$ cat src/rtl/issue_sched_if.sv
// Scheduler <-> instruction buffer bundle: enqueue strobes, head instructions,
// issue strobe/mode and status flags.
interface issue_sched_if #(
    parameter int CNT_W = 6
);
    logic             flush;
    logic             enq_valid1;
    logic             enq_valid2;
    logic [31:0]      head_inst1;
    logic [31:0]      head_inst2;
    logic             stall_i;
    logic             issue_o;
    logic             issue_mode_o;
    logic [CNT_W-1:0] count_o;
    logic             fetch_stall_o;
    logic             ds_wait_o;
    logic             overflow_o;

    modport master (
        output flush, enq_valid1, enq_valid2, head_inst1, head_inst2, stall_i,
        input  issue_o, issue_mode_o, count_o, fetch_stall_o, ds_wait_o, overflow_o
    );

    modport slave (
        input  flush, enq_valid1, enq_valid2, head_inst1, head_inst2, stall_i,
        output issue_o, issue_mode_o, count_o, fetch_stall_o, ds_wait_o, overflow_o
    );
endinterface

$ cat src/rtl/issue_sched.sv
// Dual-issue scheduler: tracks buffer occupancy, decodes the two head instructions
// and keeps a branch and its delay slot together as one dual issue.
module issue_sched #(
    parameter int BUF_DEPTH   = 32,
    parameter int CNT_W       = 6,
    parameter int FULL_MARGIN = 7
) (
    input  logic         clk,
    input  logic         rst,
    issue_sched_if.slave bus
);
    localparam int CW1 = CNT_W + 1;

    typedef enum logic [1:0] {RUN, DS_WAIT, FLUSH_HOLD} state_t;

    state_t           state_q, state_d;
    logic [CNT_W-1:0] count_q, count_d;
    logic             fetch_stall_q, fetch_stall_d;
    logic             overflow_q, overflow_d;
    logic             issue, issue_mode, ds_wait;

    logic [CW1-1:0]   enq_w, deq_w, sum_w;
    logic             br1, br2, mem1, mem2, raw;
    logic [5:0]       dest1;
    logic             cnt_ge1, cnt_ge2;
    logic             unused_bits;

    function automatic logic is_branch(input logic [5:0] op, input logic [5:0] funct);
        return (op == 6'b000001) || (op == 6'b000010) || (op == 6'b000011) ||
               (op[5:2] == 4'b0001) ||
               ((op == 6'b000000) && ((funct == 6'b001000) || (funct == 6'b001001)));
    endfunction

    // Returns {valid, reg}; writes to $0 are treated as having no destination.
    function automatic logic [5:0] dest_of(input logic [5:0] op, input logic [4:0] rt,
                                           input logic [4:0] rd);
        logic [4:0] d;
        d = 5'd0;
        if (op == 6'b000000)                             d = rd;
        else if (op[5:3] == 3'b001 || op[5:3] == 3'b100) d = rt;
        else if (op == 6'b000011)                        d = 5'd31;
        return {(d != 5'd0), d};
    endfunction

    function automatic logic reads_reg(input logic [5:0] op, input logic [4:0] rs,
                                       input logic [4:0] rt, input logic [4:0] r);
        logic rs_v, rt_v;
        rs_v = !((op == 6'b000010) || (op == 6'b000011));
        rt_v = (op == 6'b000000) || (op == 6'b000100) || (op == 6'b000101) ||
               (op[5:3] == 3'b101);
        return (rs_v && (rs == r)) || (rt_v && (rt == r));
    endfunction

    assign unused_bits = ^{bus.head_inst1[25:21], bus.head_inst1[10:6], bus.head_inst2[15:6]};

    always_comb begin
        br1   = is_branch(bus.head_inst1[31:26], bus.head_inst1[5:0]);
        br2   = is_branch(bus.head_inst2[31:26], bus.head_inst2[5:0]);
        mem1  = bus.head_inst1[31];
        mem2  = bus.head_inst2[31];
        dest1 = dest_of(bus.head_inst1[31:26], bus.head_inst1[20:16], bus.head_inst1[15:11]);
        raw   = dest1[5] && reads_reg(bus.head_inst2[31:26], bus.head_inst2[25:21],
                                      bus.head_inst2[20:16], dest1[4:0]);
        cnt_ge1 = (count_q >= CNT_W'(1));
        cnt_ge2 = (count_q >= CNT_W'(2));
    end

    always_ff @(posedge clk or negedge rst) begin
        if (!rst) state_q <= RUN;
        else      state_q <= state_d;
    end

    always_comb begin
        state_d = state_q;
        if (bus.flush) begin
            state_d = FLUSH_HOLD;
        end else if (!bus.stall_i) begin
            case (state_q)
                RUN:        if (br1 && (count_q == CNT_W'(1))) state_d = DS_WAIT;
                DS_WAIT:    if (cnt_ge2) state_d = RUN;
                FLUSH_HOLD: state_d = RUN;
                default:    state_d = RUN;
            endcase
        end
    end

    // A head branch always goes out together with its delay slot, ignoring hazards.
    always_comb begin
        issue      = 1'b0;
        issue_mode = 1'b0;
        ds_wait    = (state_q == DS_WAIT);
        if (!bus.stall_i) begin
            case (state_q)
                RUN: begin
                    if (br1) begin
                        if (cnt_ge2) begin
                            issue      = 1'b1;
                            issue_mode = 1'b1;
                        end
                    end else if (cnt_ge2 && !raw && !br2 && !(mem1 && mem2)) begin
                        issue      = 1'b1;
                        issue_mode = 1'b1;
                    end else if (cnt_ge1) begin
                        issue = 1'b1;
                    end
                end
                DS_WAIT: begin
                    if (cnt_ge2) begin
                        issue      = 1'b1;
                        issue_mode = 1'b1;
                    end
                end
                default: ;
            endcase
        end
    end

    always_comb begin
        enq_w = CW1'(bus.enq_valid1) + CW1'(bus.enq_valid1 & bus.enq_valid2);
        deq_w = issue ? (issue_mode ? CW1'(2) : CW1'(1)) : CW1'(0);
        sum_w = {1'b0, count_q} + enq_w - deq_w;
        count_d    = sum_w[CNT_W-1:0];
        overflow_d = overflow_q;
        if (bus.flush) begin
            count_d = '0;
        end else if (sum_w > CW1'(BUF_DEPTH)) begin
            count_d    = CNT_W'(BUF_DEPTH);
            overflow_d = 1'b1;
        end
        fetch_stall_d = ({1'b0, count_d} >= CW1'(BUF_DEPTH - FULL_MARGIN));
    end

    always_ff @(posedge clk or negedge rst) begin
        if (!rst) begin
            count_q       <= '0;
            fetch_stall_q <= 1'b0;
            overflow_q    <= 1'b0;
        end else begin
            count_q       <= count_d;
            fetch_stall_q <= fetch_stall_d;
            overflow_q    <= overflow_d;
        end
    end

    assign bus.issue_o       = issue;
    assign bus.issue_mode_o  = issue_mode;
    assign bus.ds_wait_o     = ds_wait;
    assign bus.count_o       = count_q;
    assign bus.fetch_stall_o = fetch_stall_q;
    assign bus.overflow_o    = overflow_q;
endmodule

$ cat src/flat_wrapper.sv
// flat-port wrapper written by rule: the top's interface ports become plain ports
module issue_sched_flat 
#(
    parameter int BUF_DEPTH   = 32,
    parameter int CNT_W       = 6,
    parameter int FULL_MARGIN = 7
)
  (clk, rst, bus_flush, bus_enq_valid1, bus_enq_valid2, bus_head_inst1, bus_head_inst2, bus_stall_i, bus_issue_o, bus_issue_mode_o, bus_count_o, bus_fetch_stall_o, bus_ds_wait_o, bus_overflow_o);
  issue_sched_if #(.CNT_W(CNT_W)) bus_i ();
  input  logic clk;
  input  logic rst;
  input wire logic [$bits(bus_i.flush)-1:0] bus_flush;
  input wire logic [$bits(bus_i.enq_valid1)-1:0] bus_enq_valid1;
  input wire logic [$bits(bus_i.enq_valid2)-1:0] bus_enq_valid2;
  input wire logic [$bits(bus_i.head_inst1)-1:0] bus_head_inst1;
  input wire logic [$bits(bus_i.head_inst2)-1:0] bus_head_inst2;
  input wire logic [$bits(bus_i.stall_i)-1:0] bus_stall_i;
  output wire logic [$bits(bus_i.issue_o)-1:0] bus_issue_o;
  output wire logic [$bits(bus_i.issue_mode_o)-1:0] bus_issue_mode_o;
  output wire logic [$bits(bus_i.count_o)-1:0] bus_count_o;
  output wire logic [$bits(bus_i.fetch_stall_o)-1:0] bus_fetch_stall_o;
  output wire logic [$bits(bus_i.ds_wait_o)-1:0] bus_ds_wait_o;
  output wire logic [$bits(bus_i.overflow_o)-1:0] bus_overflow_o;
  assign bus_i.flush = bus_flush;
  assign bus_i.enq_valid1 = bus_enq_valid1;
  assign bus_i.enq_valid2 = bus_enq_valid2;
  assign bus_i.head_inst1 = bus_head_inst1;
  assign bus_i.head_inst2 = bus_head_inst2;
  assign bus_i.stall_i = bus_stall_i;
  assign bus_issue_o = bus_i.issue_o;
  assign bus_issue_mode_o = bus_i.issue_mode_o;
  assign bus_count_o = bus_i.count_o;
  assign bus_fetch_stall_o = bus_i.fetch_stall_o;
  assign bus_ds_wait_o = bus_i.ds_wait_o;
  assign bus_overflow_o = bus_i.overflow_o;
  issue_sched #(.BUF_DEPTH(BUF_DEPTH), .CNT_W(CNT_W), .FULL_MARGIN(FULL_MARGIN)) u_core (.clk(clk), .rst(rst), .bus(bus_i));
endmodule
$ cat config.mk
export PLATFORM = sky130hd
export DESIGN_NAME = issue_sched_flat
export DESIGN_NICKNAME = d
export VERILOG_FILES = /design/src/rtl/issue_sched_if.sv /design/src/rtl/issue_sched.sv /design/src/flat_wrapper.sv
export SDC_FILE = /design/constraint.sdc
export NUM_CORES = 1
export LEC_CHECK = 0
export BUFFER_PORTS_ARGS = -buffer_cell sky130_fd_sc_hd__buf_2
export CAP_MARGIN = 10
export CORE_MARGIN = 8
export CORE_UTILIZATION = 39
export CTS_CLUSTER_SIZE = 10
export DETAILED_ROUTE_END_ITERATION = 10
export PLACE_DENSITY = 0.87
export SLEW_MARGIN = 30
export SYNTH_ARGS = -nofsm -noshare
export SYNTH_HDL_FRONTEND = slang
export SYNTH_SLANG_ARGS = --single-unit
$ cat constraint.sdc
create_clock -name clk -period 3.7 [get_ports clk]
set_input_delay 0.74 -clock clk [delete_from_list [all_inputs] [get_ports clk]]
set_output_delay 0.74 -clock clk [all_outputs]
set_load 0.01 [all_outputs]
Yosys cells after proc, flatten, opt, wreduce, memory -nomap -nowiden
Index checks and enable logic that the tools add are counted.
{ "totals": {"register_bits": 10, "out_inout_bits": 11} }
{ "op_classes": {"n_addsub": 3, "magnitude_cmp": 4, "eq_ne": 24, "muxes": 22, "bitwise_logic": 2, "n_reduce_logical": 36} }
{ "ops": {"columns": ["operator", "n"], "rows": [
  ["$eq A6 B2 Y1 const B", 4],
  ["$eq A6 B4 Y1 const B", 4],
  ["$eq A6 B1 Y1 const B", 3],
  ["$logic_or A1 B1 Y1", 16],
  ["$mux W5", 3],
  ["$eq A6 B3 Y1 const B", 2],
  ["$logic_not A6 Y1", 2],
  ["$mux W6", 2],
  ["$eq A5 B5 Y1", 2],
  ["$logic_and A1 B1 Y1", 10],
  ["$mux W2", 5],
  ["$eq A4 B1 Y1 const B", 2],
  ["$mux W1", 8],
  ["$add A1 B7 Y7", 1],
  ["$add A6 B7 Y7", 1],
  ["$gt A7 B6 Y1 const B", 1],
  ["$mux W7", 1],
  ["$sub A7 B7 Y7", 1],
  ["$eq A3 B3 Y1 const B", 2],
  ["$ge A6 B1 Y1 const B", 1],
  ["$ge A6 B2 Y1 const B", 1],
  ["$ge A6 B5 Y1 const B", 1],
  ["$ne A3 B2 Y1 const B", 2],
  ["$reduce_bool A5 Y1", 1],
  ["other kinds (11)", 15]
]} }

Longest topological paths before layout
{ "depth": {"word_depth": 23, "ltp_mapped": 18, "depth_no_buf": 17} }

Least setup slack after synthesis
Ideal clock, no wire load.
{ "synth_path": {"path_kind": "input -> register", "start": "input port bus_head_inst1[31]", "end": "register u_core.overflow_q (netlist: u_core.bus.overflow_o)", "setup_ps": 124, "arrival_time_ps": 4523, "required_time_ps": 3576, "path_slack_ps": -947, "cell_stages": 18, "n_path_buf": 1, "path_cell_list": "buf_6 > nor4_2 > nand3_2 > and4_4 > nor4b_2 > nor4b_4 > a311oi_2 > nor3_2 > ha_1 > fa_1 > fa_1 > nand2b_1 > a21oi_1 > o21ai_0 > a21oi_1 > nor3_1 > or2_2 > o31a_1"} }
{ "synth_via": {"elab_chain_len": 21, "word_cells_on_any_way": 42, "cone_classes": "1 x add/sub; 1 x order compare; 8 x eq/ne; 13 x mux; 19 x reduce/logical"} }
{ "synth_lines": {"columns": ["item", "line_no", "rtl"], "rows": [
  ["start: declaration", "flat_wrapper.sv:15", "input wire logic [$bits(bus_i.head_inst1)-1:0] bus_head_inst1;"],
  ["$eq A6 B2 Y1, or another cell as far along", "issue_sched.sv:29, issue_sched.sv:41", null],
  ["$mux W5 or $logic_or A1 B1 Y1 (tied branches)", "issue_sched.sv:41, issue_sched.sv:40", null],
  ["$mux W5", "issue_sched.sv:40", "else if (op[5:3] == 3'b001 || op[5:3] == 3'b100) d = rt;"],
  ["$mux W5", "issue_sched.sv:39", "if (op == 6'b000000) d = rd;"],
  ["$eq A5 B5 Y1", "issue_sched.sv:51", "return (rs_v && (rs == r)) || (rt_v && (rt == r));"],
  ["$logic_and A1 B1 Y1", "issue_sched.sv:51", null],
  ["$logic_or A1 B1 Y1", "issue_sched.sv:51", null],
  ["$logic_and A1 B1 Y1", "issue_sched.sv:62", "raw = dest1[5] && reads_reg(bus.head_inst2[31:26], bus.head_inst2[25:21],"],
  ["[5 not listed]", null, null],
  ["$mux W1", "issue_sched.sv:95", "if (br1) begin"],
  ["$pmux W1 S2", "issue_sched.sv:93", "case (state_q)"],
  ["$mux W1", "issue_sched.sv:92", "if (!bus.stall_i) begin"],
  ["$mux W2", "issue_sched.sv:120", "deq_w = issue ? (issue_mode ? CW1'(2) : CW1'(1)) : CW1'(0);"],
  ["$mux W7 (*)", "issue_sched.sv:120", null],
  ["$sub A7 B7 Y7 (*)", "issue_sched.sv:121", "sum_w = {1'b0, count_q} + enq_w - deq_w;"],
  ["$gt A7 B6 Y1 (*)", "issue_sched.sv:126", "end else if (sum_w > CW1'(BUF_DEPTH)) begin"],
  ["$reduce_and A2 Y1 (no line) (*)", null, null],
  ["end signal: assignment", "issue_sched.sv:141", "overflow_q <= overflow_d;"],
  ["end: declaration", "issue_sched.sv:19", "logic overflow_q, overflow_d;"]
]} }
Mark *: on every way between the ends. The rest lies on a longest branch, timed or not.
A chain may end at the register's enable or synchronous reset.

Final worst setup path
{ "layout_path": {"start": "input port bus_head_inst1[29]", "end": "register u_core.overflow_q (netlist: u_core.bus.overflow_o)"} }
Same word-level chain as after synthesis.

==> flow_metrics.py <==
metrics = {
    "outcome": {
        "status": "finished with violations",
        "violations": "setup timing",
    },
    "floorplan": {
        "die-area_um2": 5380,
        "initial_core_util_pct": 39.6,
        "fp.coreArea_um2": 3230,
        "fp.dieH_um": 73.3,
        "boundaryPins": 81,
        "die_w_um": 73.3,
        "rows": 21,
    },
    "final_layout": {
        "fillers": 244,
        "final_common_cell": "buf_2",
        "regArea_um2": 250,
        "syn2layout_area_growth_pct": 72.5,
        "stdcell_count": 298,
        "utilization_pct": 68.4,
        "multi_input_area_um2": 1200,
        "fin_nets": 335,
        "final_cell_mix": "buf_2 (54), buf_4 (39), inv_1 (13), nand2_1 (11)",
        "drive_above_1_share_pct": 57.1,
        "n_antenna_cell": 0,
    },
    "setup_path": {
        "cp-start-kind": "primary input",
        "worst-path-buf-inv": 2,
        "critPathKind": "in2reg",
        "slowest_delay_ns": 0.36,
        "critPathRequiredTime_ns": 3.85,
        "path_cells": "clkbuf_4 > nor3_4 > buf_4 > and3_1 > o31ai_1 > a21boi_2 > nor4b_4 > a311oi_2 > nor3_2 > ha_1 > fa_2 > fa_2 > nand2b_4 > a21oi_4 > o21ai_2 > a21oi_2 > nor3_2 > or2_4 > o31a_1",
        "crit_slowest_cell": "fa_2",
        "worstPathArrival_ns": 4.54,
        "cp_max_fo": 5,
        "cp_top_family": "compound AO/OA/AOI/OAI gates",
        "worstSetupEndpointType": "register",
    },
    "pwr": {
        "p_per_area_nw_per_um2": 633,
        "p_leak_nw": 1.03,
        "total_power_mw": 1.40,
        "irDropWorstVdd_v": 0.000715,
    },
    "timing": {
        "max_slew.worst_pin.slew_ns": 0.453,
        "fmax_ghz": 0.228,
        "min_period_ns": 4.39,
        "fin_crit_sh_pct": 119,
        "finalSetupViolations": 8,
        "finalHoldViolations": 0,
        "finalWorstSetupSlack_ns": -0.691,
        "drv_slew": 0,
        "clock_skew_ns": 0.00790,
        "max_slew_margin_pct": 69.0,
        "rsz0062_at_grt": "true",
    },
    "synthesis": {
        "yosys_warnings": 0,
        "synthArstFlopShare_pct": 100,
        "synth_seq_cells": 10,
        "yosysSeqAreaShare_pct": 19.5,
        "syn_inst": 152,
        "synth_cell_types": 51,
        "synth_fp_nets": 234,
        "syn_area_um2": 1280,
        "synth_edf_count": 0,
        "postSynthAreaPerCell_um2": 8.43,
        "synth_flop_cell": "dfrtp_1",
    },
    "global_routing": {
        "grt_pass1_wl_mm": 7.25,
        "grt_antenna_before_repair": 0,
        "grt_use_total_pct": 16.8,
        "grt_max_degree": 11,
        "grt.overflow.total": 0,
        "grt_pass1_vias": 1685,
    },
    "placed_design": {
        "port_buffers": 58,
        "dpl.cell_count": 290,
        "routabilityCongestion": 0.856,
        "dp_hpwl_mm": 3.52,
        "place_ws_ns": -0.974,
    },
    "clocking": {
        "root_buffer": "clkbuf_4",
        "clk_latency_ns": 0.27,
        "cts_buffers": 3,
        "htreeDepth": 1,
        "cts_sinks": 10,
        "cts_tree": "built",
        "postCtsHoldBufs": 0,
        "clkTransAtPathRegs_ns": 0.07,
        "clock_path_buffers": 2,
    },
    "drt": {
        "antenna_left": 0,
        "drc": 0,
        "vias_per_cell": 5.53,
        "drt-pass1-iter-count": 4,
        "vias": 1647,
        "routedWlPerCell_um": 16.5,
        "dr.first_iter.drc_count": 62,
        "drt-total-wl_mm": 4.91,
    },
    "min_path": {
        "hp-class": "in2async",
    },
    "run": {
        "maxCapViolations": 0,
    },
}
-- cell usage after synthesis, drive strengths merged, types with 3 or more instances --
cell    number  area share, %
nor4b        3            3.7
nand3        9            3.9
a21oi        7            2.7
inv         13            3.8
nor4         8            4.4
nand4        4            2.0
nor2b        3            1.5
o21a         3            1.8
dfrtp       10             20
and3         4            2.1
a31oi        3            1.5
nor2         4            1.2
ha          10            9.8
o21ai        5            2.0
nor3        10            5.5
nand2b       5            2.4
xnor2        5            3.4
nand2       12            3.5
xor2         4            2.7
-- flip-flops by register name, indices dropped and copies added, names as in the netlist --
name	count
u_core.bus.count_o	6
u_core.bus.overflow_o	1
u_core.bus.fetch_stall_o	1
u_core.state_q	2
-- worst paths after layout --
path | depth (start not counted) | slack [ns] | start | endpoint
min | 1 | 0.31 | rst | u_core.state_q[1]
min reg2reg | 1 | 0.53 | u_core.bus.overflow_o | u_core.bus.overflow_o
min in group clk | 1 | 0.53 | u_core.bus.overflow_o | u_core.bus.overflow_o
max | 19 | -0.69 | bus_head_inst1[29] | u_core.bus.overflow_o
max in group asynchronous | 1 | 3.20 | rst | u_core.bus.fetch_stall_o
max reg2reg | 17 | -0.04 | u_core.bus.count_o[3] | u_core.bus.overflow_o
-- layout make-up --
class | count | area share, %
multi-input combinational | 127 | 54.4
timing repair buffer | 98 | 27.9
sequential | 10 | 11.3
clock buffer | 4 | 1.64
tap | 46 | 2.60
inverter | 13 | 2.21
-- cells by family after synthesis --
kind of cell / synth area share (%)
DFF: 19.5
muxes: 0.781
AOI/OAI and AO/OA: 17.3
adders and majority gates: 12.9
xor gates and xnor gates: 6.15
buffers and inverters: 4.98
and+or+nand+nor: 38.4
-- through the flow --
step                setup TNS (ns)  cell area [um^2]  hold slack [ns]
floorplan                    -4.77              1320            0.444
global placement             -6.53              1920            0.498
detailed placement           -7.47              1920            0.509
CTS                          -4.59              2040            0.318
global route                 -6.32              2210            0.313
finish                       -5.18              2210            0.309
-- metal layers --
layer	GRT usage [%]	share of wire [%]
met1	17.7	37
met2	31.7	54
met3	5.05	6.2
met4	3.10	3.3
met5	0	0
-- report_power, final --
part           total, mW  switching [mW]  leakage [nW]  internal [mW]
clock network     0.0992          0.0394        0.0210         0.0598
logic               1.14           0.551         0.886          0.587
registers          0.161          0.0197         0.128          0.141
-- repair_timing --
item                                    CTS  global route
pin swaps                                 5            15
buffers inserted                          2             2
gates resized for setup                  13            25
endpoints found under the setup margin    8             8
Note: power is estimated with default switching activity, not from simulation.
